==> src/rtl/msrv_32_pkg.sv <==
// Shared definitions for the msrv_32 fetch path: widths, fetch FSM encoding,
// the default NOP word and the layout of a buffered fetch entry.
package msrv_32_pkg;

  localparam int XLEN = 32;

  // addi x0,x0,0
  localparam logic [XLEN-1:0] NOP_INSTR = 32'h0000_0013;

  typedef enum logic [1:0] {
    ST_IDLE  = 2'd0,
    ST_REQ   = 2'd1,
    ST_DRAIN = 2'd2
  } fetch_state_e;

  typedef struct packed {
    logic            misalign;
    logic [XLEN-1:0] pc;
    logic [XLEN-1:0] instr;
  } fetch_entry_t;

endpackage

==> src/rtl/msrv_32_fetch_fifo.sv <==
// Fetch buffer: DEPTH x {misalign,pc,instr} ring with synchronous clear.
// The head always shows the entry at the read pointer, valid or not.
module msrv_32_fetch_fifo
  import msrv_32_pkg::*;
#(
  parameter int unsigned DEPTH = 2
) (
  input  logic                   clk_i,
  input  logic                   rst_ni,
  input  logic                   push_i,
  input  logic                   pop_i,
  input  logic                   clear_i,
  input  fetch_entry_t           entry_i,
  output logic [$clog2(DEPTH):0] count_o,
  output fetch_entry_t           head_o
);

  localparam int PW = $clog2(DEPTH);

  fetch_entry_t   mem_q [DEPTH];
  logic [PW-1:0]  wr_ptr_q;
  logic [PW-1:0]  rd_ptr_q;
  logic [PW:0]    count_q;

  // DEPTH is a power of two, so the pointers wrap naturally
  always_ff @(posedge clk_i or negedge rst_ni) begin
    if (!rst_ni) begin
      for (int i = 0; i < int'(DEPTH); i++) mem_q[i] <= '0;
      wr_ptr_q <= '0;
      rd_ptr_q <= '0;
      count_q  <= '0;
    end else if (clear_i) begin
      wr_ptr_q <= '0;
      rd_ptr_q <= '0;
      count_q  <= '0;
    end else begin
      if (push_i) begin
        mem_q[wr_ptr_q] <= entry_i;
        wr_ptr_q        <= wr_ptr_q + PW'(1);
      end
      if (pop_i) rd_ptr_q <= rd_ptr_q + PW'(1);
      case ({push_i, pop_i})
        2'b10:   count_q <= count_q + (PW+1)'(1);
        2'b01:   count_q <= count_q - (PW+1)'(1);
        default: count_q <= count_q;
      endcase
    end
  end

  assign count_o = count_q;
  assign head_o  = mem_q[rd_ptr_q];

endmodule

==> src/rtl/msrv_32_ifetch_unit.sv <==
// Instruction fetch: one outstanding req/ack transaction to instruction memory,
// credit-based issue into a small fetch buffer, and flush with in-flight drain.
module msrv_32_ifetch_unit #(
  parameter int unsigned FIFO_DEPTH = 2,
  parameter logic [31:0] NOP_INSTR  = msrv_32_pkg::NOP_INSTR
) (
  input  logic        ms_risc32_mp_clk_in,
  input  logic        ms_risc32_mp_rst_n_in,
  input  logic [31:0] pc_in,
  output logic        pc_accept_out,
  input  logic        flush_in,
  output logic        imem_req_out,
  output logic [31:0] imem_addr_out,
  input  logic        imem_ack_in,
  input  logic [31:0] imem_rdata_in,
  output logic        instr_valid_out,
  input  logic        instr_ready_in,
  output logic [31:0] instr_out,
  output logic [31:0] instr_pc_out,
  output logic        instr_misalign_out
);

  import msrv_32_pkg::*;

  localparam int CW = $clog2(FIFO_DEPTH) + 1;
  localparam int SW = CW + 1;
  localparam logic [SW-1:0] DEPTH_W = SW'(FIFO_DEPTH);

  fetch_state_e    state_q;
  logic            req_q;
  logic [XLEN-1:0] addr_q;
  logic [XLEN-1:0] tag_q;

  logic [CW-1:0]   count;
  logic [SW-1:0]   slots;
  fetch_entry_t    head;
  fetch_entry_t    push_entry;
  logic            pop, credit_ok, aligned, ack_live;
  logic            issue, mis_push, push, fifo_pop;

  assign instr_valid_out = (count != '0);
  assign pop             = instr_valid_out & instr_ready_in;

  // An outstanding request already owns a slot in the buffer
  assign slots     = {1'b0, count} + {{CW{1'b0}}, req_q} - {{CW{1'b0}}, pop};
  assign credit_ok = (slots < DEPTH_W);
  assign aligned   = (pc_in[1:0] == 2'b00);
  assign ack_live  = (state_q == ST_REQ) & imem_ack_in;

  // Gated with reset so the PC mux never advances while the unit is held in reset
  assign issue    = ms_risc32_mp_rst_n_in & ~flush_in & credit_ok & aligned &
                    ((state_q == ST_IDLE) | ack_live);
  assign mis_push = ms_risc32_mp_rst_n_in & ~flush_in & credit_ok & ~aligned &
                    (state_q == ST_IDLE);

  assign pc_accept_out = issue | mis_push;
  assign push          = (ack_live & ~flush_in) | mis_push;
  assign fifo_pop      = pop & ~flush_in;

  always_comb begin
    push_entry = '0;
    if (mis_push) begin
      push_entry.misalign = 1'b1;
      push_entry.pc       = pc_in;
      push_entry.instr    = NOP_INSTR;
    end else begin
      push_entry.misalign = 1'b0;
      push_entry.pc       = tag_q;
      push_entry.instr    = imem_rdata_in;
    end
  end

  always_ff @(posedge ms_risc32_mp_clk_in or negedge ms_risc32_mp_rst_n_in) begin
    if (!ms_risc32_mp_rst_n_in) begin
      state_q <= ST_IDLE;
      req_q   <= 1'b0;
      addr_q  <= '0;
      tag_q   <= '0;
    end else begin
      case (state_q)
        ST_IDLE: begin
          if (issue) begin
            state_q <= ST_REQ;
            req_q   <= 1'b1;
            addr_q  <= {pc_in[31:2], 2'b00};
            tag_q   <= pc_in;
          end
        end
        ST_REQ: begin
          if (imem_ack_in) begin
            if (issue) begin
              addr_q <= {pc_in[31:2], 2'b00};
              tag_q  <= pc_in;
            end else begin
              state_q <= ST_IDLE;
              req_q   <= 1'b0;
            end
          end else if (flush_in) begin
            // request cannot be withdrawn; keep it up and throw its data away
            state_q <= ST_DRAIN;
          end
        end
        ST_DRAIN: begin
          if (imem_ack_in) begin
            state_q <= ST_IDLE;
            req_q   <= 1'b0;
          end
        end
        default: begin
          state_q <= ST_IDLE;
          req_q   <= 1'b0;
        end
      endcase
    end
  end

  msrv_32_fetch_fifo #(
    .DEPTH (FIFO_DEPTH)
  ) u_fifo (
    .clk_i   (ms_risc32_mp_clk_in),
    .rst_ni  (ms_risc32_mp_rst_n_in),
    .push_i  (push),
    .pop_i   (fifo_pop),
    .clear_i (flush_in),
    .entry_i (push_entry),
    .count_o (count),
    .head_o  (head)
  );

  assign imem_req_out       = req_q;
  assign imem_addr_out      = addr_q;
  assign instr_out          = head.instr;
  assign instr_pc_out       = head.pc;
  assign instr_misalign_out = head.misalign;

endmodule

==> config.mk <==
export PLATFORM = sky130hd
export DESIGN_NAME = msrv_32_ifetch_unit
export DESIGN_NICKNAME = d
export VERILOG_FILES = /design/src/rtl/msrv_32_pkg.sv /design/src/rtl/msrv_32_fetch_fifo.sv /design/src/rtl/msrv_32_ifetch_unit.sv
export SDC_FILE = /design/constraint.sdc
export NUM_CORES = 1
export LEC_CHECK = 0
export BUFFER_PORTS_ARGS = -buffer_cell sky130_fd_sc_hd__buf_4
export CORE_ASPECT_RATIO = 1.4
export CORE_MARGIN = 5
export CORE_UTILIZATION = 35
export DETAILED_ROUTE_END_ITERATION = 7
export PLACE_DENSITY_LB_ADDON = 0.08
export SYNTH_ARGS = -nofsm -noshare
export SYNTH_HDL_FRONTEND = slang
export SYNTH_HIERARCHICAL = 1
export SYNTH_SLANG_ARGS = --single-unit
==> constraint.sdc <==
create_clock -name ms_risc32_mp_clk_in -period 3.5 [get_ports ms_risc32_mp_clk_in]
set_clock_uncertainty 0.05 [all_clocks]
set_input_delay 0.35 -clock ms_risc32_mp_clk_in [delete_from_list [all_inputs] [get_ports ms_risc32_mp_clk_in]]
set_output_delay 0.35 -clock ms_risc32_mp_clk_in [all_outputs]
set_load 0.02 [all_outputs]
==> results.cfg, run 1 <==
[outcome]
status = completed

[timing]
slew_headroom = 0.462
setup_viol = 0
fmax_mhz = 298
rsz0062_at_grt = no
finalCritPeriodShare = 0.960
fin_setup_tns_ns = 0
hold_viol = 0
worstMarginPinSlew_ns = 0.807
period_minus_slack_ns = 3.36
maxSlewViolCount = 0

[logic_synthesis]
synth_common_cells = dfrtp_1 (169), mux2_2 (138), mux2_1 (102), buf_4 (33), and2_1 (32)
synth_cells = 575
synth_flop_cell = dfrtp_1
synthArstFlopShare = 1.00
yosysWarnings = 6
synth_edf_count = 0
synth.most_common_cell = dfrtp_1
synth-seq-area-share = 0.508
synth.largest_area_cell = dfrtp_1
synth_area_leaders = dfrtp_1 (51%), mux2_2 (19%), mux2_1 (14%), mux2_4 (3.1%), buf_4 (3.0%)
syn_area_per_cell_um2 = 14.5
synth_top_area_frac = 0.508
netlist_area_um2 = 8320
ys_seq_elements = 169
synth_cell_types = 37

[critical_path]
worstSetupPathType = reg2out
end_kind = output port
path_max_fanout = 5
critPathArrivalTime_ns = 2.96
max_stage_delay_ns = 0.58
crit_buf_inv = 1
startpoint_type = flop
cp_slowest_cell = fa_2
required_ns = 3.10
worstPathCellList = or2_4 > and2_1 > ha_1 > nand2b_1 > fa_2 > and4bb_4 > nand2_1 > a21oi_1 > buf_4
path_delay_family = simple AND/OR/NAND/NOR gates

[grt]
grt_max_degree = 64
antenna_found_initial = 0
grtUsageTotal = 0.145
grt_pass1_vias = 5679
grt.overflow.total = 0
grt_pass1_wl_um = 30700

[clock_tree]
clkSinkCount = 169
cts_tree = done
cts_inserted_buffers = 17
root_buffer = clkbuf_16
cts_setup_buffers = 0
htreeDepth = 4
clock_latency_ns = 0.42
cts_buffer_depth = 2
clk_pin_slew_ns = 0.06

[finish]
num-fill-cells = 2161
register_area_um2 = 4230
multi_input_area_um2 = 3580
area_growth_pct = 23.8
fin_area_um2 = 10300
drive_gt1_frac = 0.519
nets = 787
diodes = 0

[drt]
wl_per_cell_um = 18.4
vias = 4956
viasPerCell = 4.79
drtIter0Drc = 81
postRouteAntennaNets = 0
drt_wl_total_um = 19100
drc = 0
drt_pass1_iterations = 4

[pwr]
power_leakage_nw = 4.96
p_sw_w = 0.00310
power.density_nw_per_um2 = 895
switching_share = 0.337
power.share.clock = 0.221
comb_power_share = 0.429
p_int_w = 0.00612
power_frac_seq = 0.350
vdd.ir_drop.worst_mv = 0.395
fin_total_pwr_w = 0.00922

[placement]
gp_congestion = 0.760
place_hpwl_um = 13000
port_buffers = 166
placed_area_um2 = 9660

[die]
die_h_um = 192
die_w_um = 140
core_area_um2 = 23400
num_rows = 66
die-area_um2 = 27000
boundaryPins = 169
initial_utilization = 0.356

[min_path]
hold_class = in2reg

[run]
cap_violations = 0
## repair_timing
item                      CTS  global route
hold endpoints to repair   48             0
gates resized for setup     0             0
hold buffers                1             0
## layout make-up
| class | instances | share of cell area |
|---|---|---|
| clock buffers | 20 | 0.0424 |
| well taps | 306 | 0.0372 |
| multi-input cells | 341 | 0.347 |
| inverters | 3 | 0.00109 |
| flip-flops and latches | 169 | 0.411 |
| clock inverters | 12 | 0.0193 |
| repair buffers | 184 | 0.142 |
## final timing paths
kind | start | endpoint | slack (ns) | cells past startpoint
max | u_fifo/count_o[0] | pc_accept_out | 0.14 | 9
min | imem_ack_in | state_q[1] | 0.06 | 2
max reg2reg | u_fifo/count_o[0] | u_fifo/mem_q[126] | 0.17 | 10
min reg2reg | u_fifo/mem_q[129] | u_fifo/mem_q[129] | 0.43 | 1
max in group asynchronous | ms_risc32_mp_rst_n_in | u_fifo/mem_q[49] | 1.79 | 3
min in group asynchronous | ms_risc32_mp_rst_n_in | u_fifo/mem_q[75] | 0.38 | 2
## per-stage QoR
step | worst slack [ns] | hold WS (ns) | cells | util
floorplan | 0.0197 | 0.00441 | 576 | -
global placement | 0.251 | 0.285 | 1002 | 0.413
detailed placement | 0.174 | 0.293 | 1002 | 0.413
CTS | 0.0896 | 0.0357 | 1035 | 0.441
global route | 0.0177 | 0.0467 | 1035 | 0.441
finish | 0.140 | 0.0632 | 1035 | 0.441
## cells in the final DEF (no fill, tap or decap), types with 2 or more instances in the layout
cell         n
mux2_4      17
clkinv_2     3
nand3b_1     4
mux2_2     138
bufinv_16    5
nand2b_1     7
clkinv_4     3
buf_4      176
nor2_1       5
and2b_1      2
nand2_1      3
inv_1        3
xnor2_1      3
buf_12       6
clkbuf_1     3
nor3b_1      2
a21oi_1      3
dfrtp_1    168
clkbuf_16   17
mux2_1     102
nand4_1      3
conb_1       2
and2_1      32
## kinds of logic (layout without fill, tap and decap cells)
logic type / Yosys count / in the layout / synth area share
xor+xnor: 5 / 5 / 0.00752
compound gates: 8 / 8 / 0.00587
flops: 169 / 169 / 0.508
fa+ha+maj: 2 / 2 / 0.00391
other cells: 1 / 2 / 0.000451
mux: 257 / 257 / 0.356
simple gates: 67 / 67 / 0.0547
buf+inv: 66 / 219 / 0.0636
## registers in the layout, summed over array words and instances (netlist names)
name / count
u_fifo/mem_q: 130
tag_q: 32
state_q: 2
u_fifo/count_o: 2
imem_req_out: 1
u_fifo/rd_ptr_q: 1
u_fifo/wr_ptr_q: 1
## routing by layer
metal,GRT usage,vias up,part of all wire
met5,0,-,0
met4,0.0488,0,0.015
met3,0.0461,24,0.056
met2,0.254,117,0.53
met1,0.168,2549,0.40
li1,-,2266,-
## power groups by stage
stage          clock network (W)  registers (W)  logic (W)
3_5_place_dp                   0        0.00327    0.00405
2_1_floorplan                  0        0.00310    0.00288
3_3_place_gp                   0        0.00321    0.00396
5_1_grt                  0.00219        0.00334    0.00426
4_1_cts                  0.00211        0.00324    0.00406
6_report                 0.00203        0.00323    0.00396
(Power assumes the default switching activity.)
==> inputs of run 2 (changes only) <==
--- a/config.mk
+++ b/config.mk
@@ -11,6 +11,7 @@
 export CORE_UTILIZATION = 35
 export DETAILED_ROUTE_END_ITERATION = 7
 export PLACE_DENSITY_LB_ADDON = 0.08
+export REMOVE_ABC_BUFFERS = 1
 export SYNTH_ARGS = -nofsm -noshare
 export SYNTH_HDL_FRONTEND = slang
 export SYNTH_HIERARCHICAL = 1
==> results.cfg, run 2 (synthesis results as in run 1) <==
[grt]
grt.overflow.total = 0
antenna_found_initial = 0
grt_max_degree = 74
grt_pass1_vias = 5680
grtUsageTotal = 0.146
grt_pass1_wl_um = 30800

[die]
num_rows = 66
die-area_um2 = 27000
die_h_um = 192
initial_utilization = 0.356
core_area_um2 = 23400
boundaryPins = 169
die_w_um = 140

[clock_tree]
clock_latency_ns = 0.42
root_buffer = clkbuf_16
cts_buffer_depth = 2
clkSinkCount = 169
cts_tree = done
clk_pin_slew_ns = 0.07
htreeDepth = 4
cts_inserted_buffers = 17

[run]
cap_violations = 0

[placement]
gp_congestion = 0.728
port_buffers = 166
place_hpwl_um = 12600
placed_area_um2 = 9610
dp_slack_ns = 0.0945

[finish]
fin_area_um2 = 10400
num-fill-cells = 2176
largest_reg_flops = 130
final_common_cell = buf_4
diodes = 0
utilization = 0.443
reg_top3 = u_fifo/mem_q: 130 flops, tag_q: 32 flops
regMostFlops = u_fifo/mem_q
area_growth_pct = 24.5
final_cell_mix = buf_4 (172), dfrtp_1 (168), mux2_2 (138), mux2_1 (102), and2_1 (31)
nets = 788
drive_gt1_frac = 0.522

[critical_path]
cp_slowest_cell = fa_2
end_kind = output port
critPathArrivalTime_ns = 2.99
required_ns = 3.10
max_stage_delay_ns = 0.58
startpoint_type = flop
worstPathCellList = or2_2 > and2_4 > ha_1 > nand2b_1 > fa_2 > and4bb_4 > nand2_1 > a21oi_2 > buf_6
path_max_fanout = 5
worstSetupPathType = reg2out

[drt]
wl_per_cell_um = 19.0
drt_wl_total_um = 19700
drtIter0Drc = 136
drt_pass1_iterations = 4
drc = 0
postRouteAntennaNets = 0
viasPerCell = 4.80
vias = 4974

[min_path]
hold_class = in2reg

[timing]
maxSlewViolCount = 0
period_minus_slack_ns = 3.39
slew_headroom = 0.298
hold_viol = 0
fin_setup_tns_ns = 0
finalCritPeriodShare = 0.969
fmax_mhz = 295
layout_setup_ws_ns = 0.107
setup_viol = 0
worstMarginPinSlew_ns = 1.05

[pwr]
vdd.ir_drop.worst_mv = 0.358
power_leakage_nw = 4.98
power.density_nw_per_um2 = 892
fin_total_pwr_w = 0.00924

[outcome]
status = completed
[run 2: cell types whose count changed in the layout (fill, tap and decap cells not counted), moves of 2 or more]
cell        before  now
clkbuf_16       17   19
buf_4          176  172
buf_6            1    4
clkinvlp_4       1    3
clkbuf_8         0    2
[run 2: where the power goes]
group	switching (W)	internal [W]	leakage, nW	total [W]
sequential	0.000484	0.00277	2.17	0.00326
clock	0.000782	0.00123	0.299	0.00202
combinational	0.00187	0.00210	2.51	0.00397
[run 2: final timing paths]
check                                           start                end  slack (ns)  cells past startpoint
worst min-delay path                      imem_ack_in         state_q[1]        0.09                      2
worst min register to register      u_fifo/mem_q[105]  u_fifo/mem_q[105]        0.43                      1
worst max register to register      u_fifo/count_o[0]  u_fifo/mem_q[122]        0.18                     10
worst max-delay path                u_fifo/count_o[0]      pc_accept_out        0.11                      9
max in group asynchronous       ms_risc32_mp_rst_n_in    u_fifo/mem_q[6]        1.81                      3
min in group asynchronous       ms_risc32_mp_rst_n_in  u_fifo/mem_q[114]        0.35                      2
[run 2: repair_timing]
| item | CTS | global route |
|---|---|---|
| hold endpoints to repair | 34 | 0 |
| buffers inserted | 0 | 3 |
| setup endpoints to repair | 0 | 129 |
| resized for setup | 0 | 6 |
| hold buffers | 1 | 0 |
[run 2: stage by stage]
step                      hold slack, ns  std cells
after floorplan                  0.00441        513
after global placement             0.234        997
after detailed placement           0.246        997
after CTS                         0.0575       1030
after global routing              0.0594       1036
final                             0.0866       1036
[run 2: layout make-up]
type                       count  area [µm²]  share of cell area
sequential                   169        4230               0.409
multi-input combinational    341        3580               0.345
timing repair buffer         185        1520               0.147
clock buffer                  21         460              0.0444
tap                          306         383              0.0370
clock inverter                11         170              0.0164
inverter                       3        11.3             0.00109
[run 2: critical path, delay by kind of cell (launching register included)]
family	cells	cell delay, ns
compound gates	1	0.16
fa+ha+maj	2	0.85
flops	1	0.40
simple gates	5	1.02
buf+inv	1	0.14
[run 2: per-layer routing]
layer	up-vias	routed length (µm)	global-route usage
li1	2275	-	-
met1	2578	7950	0.165
met2	104	10700	0.269
met3	17	738	0.0342
met4	0	274	0.0481
met5	-	0	0
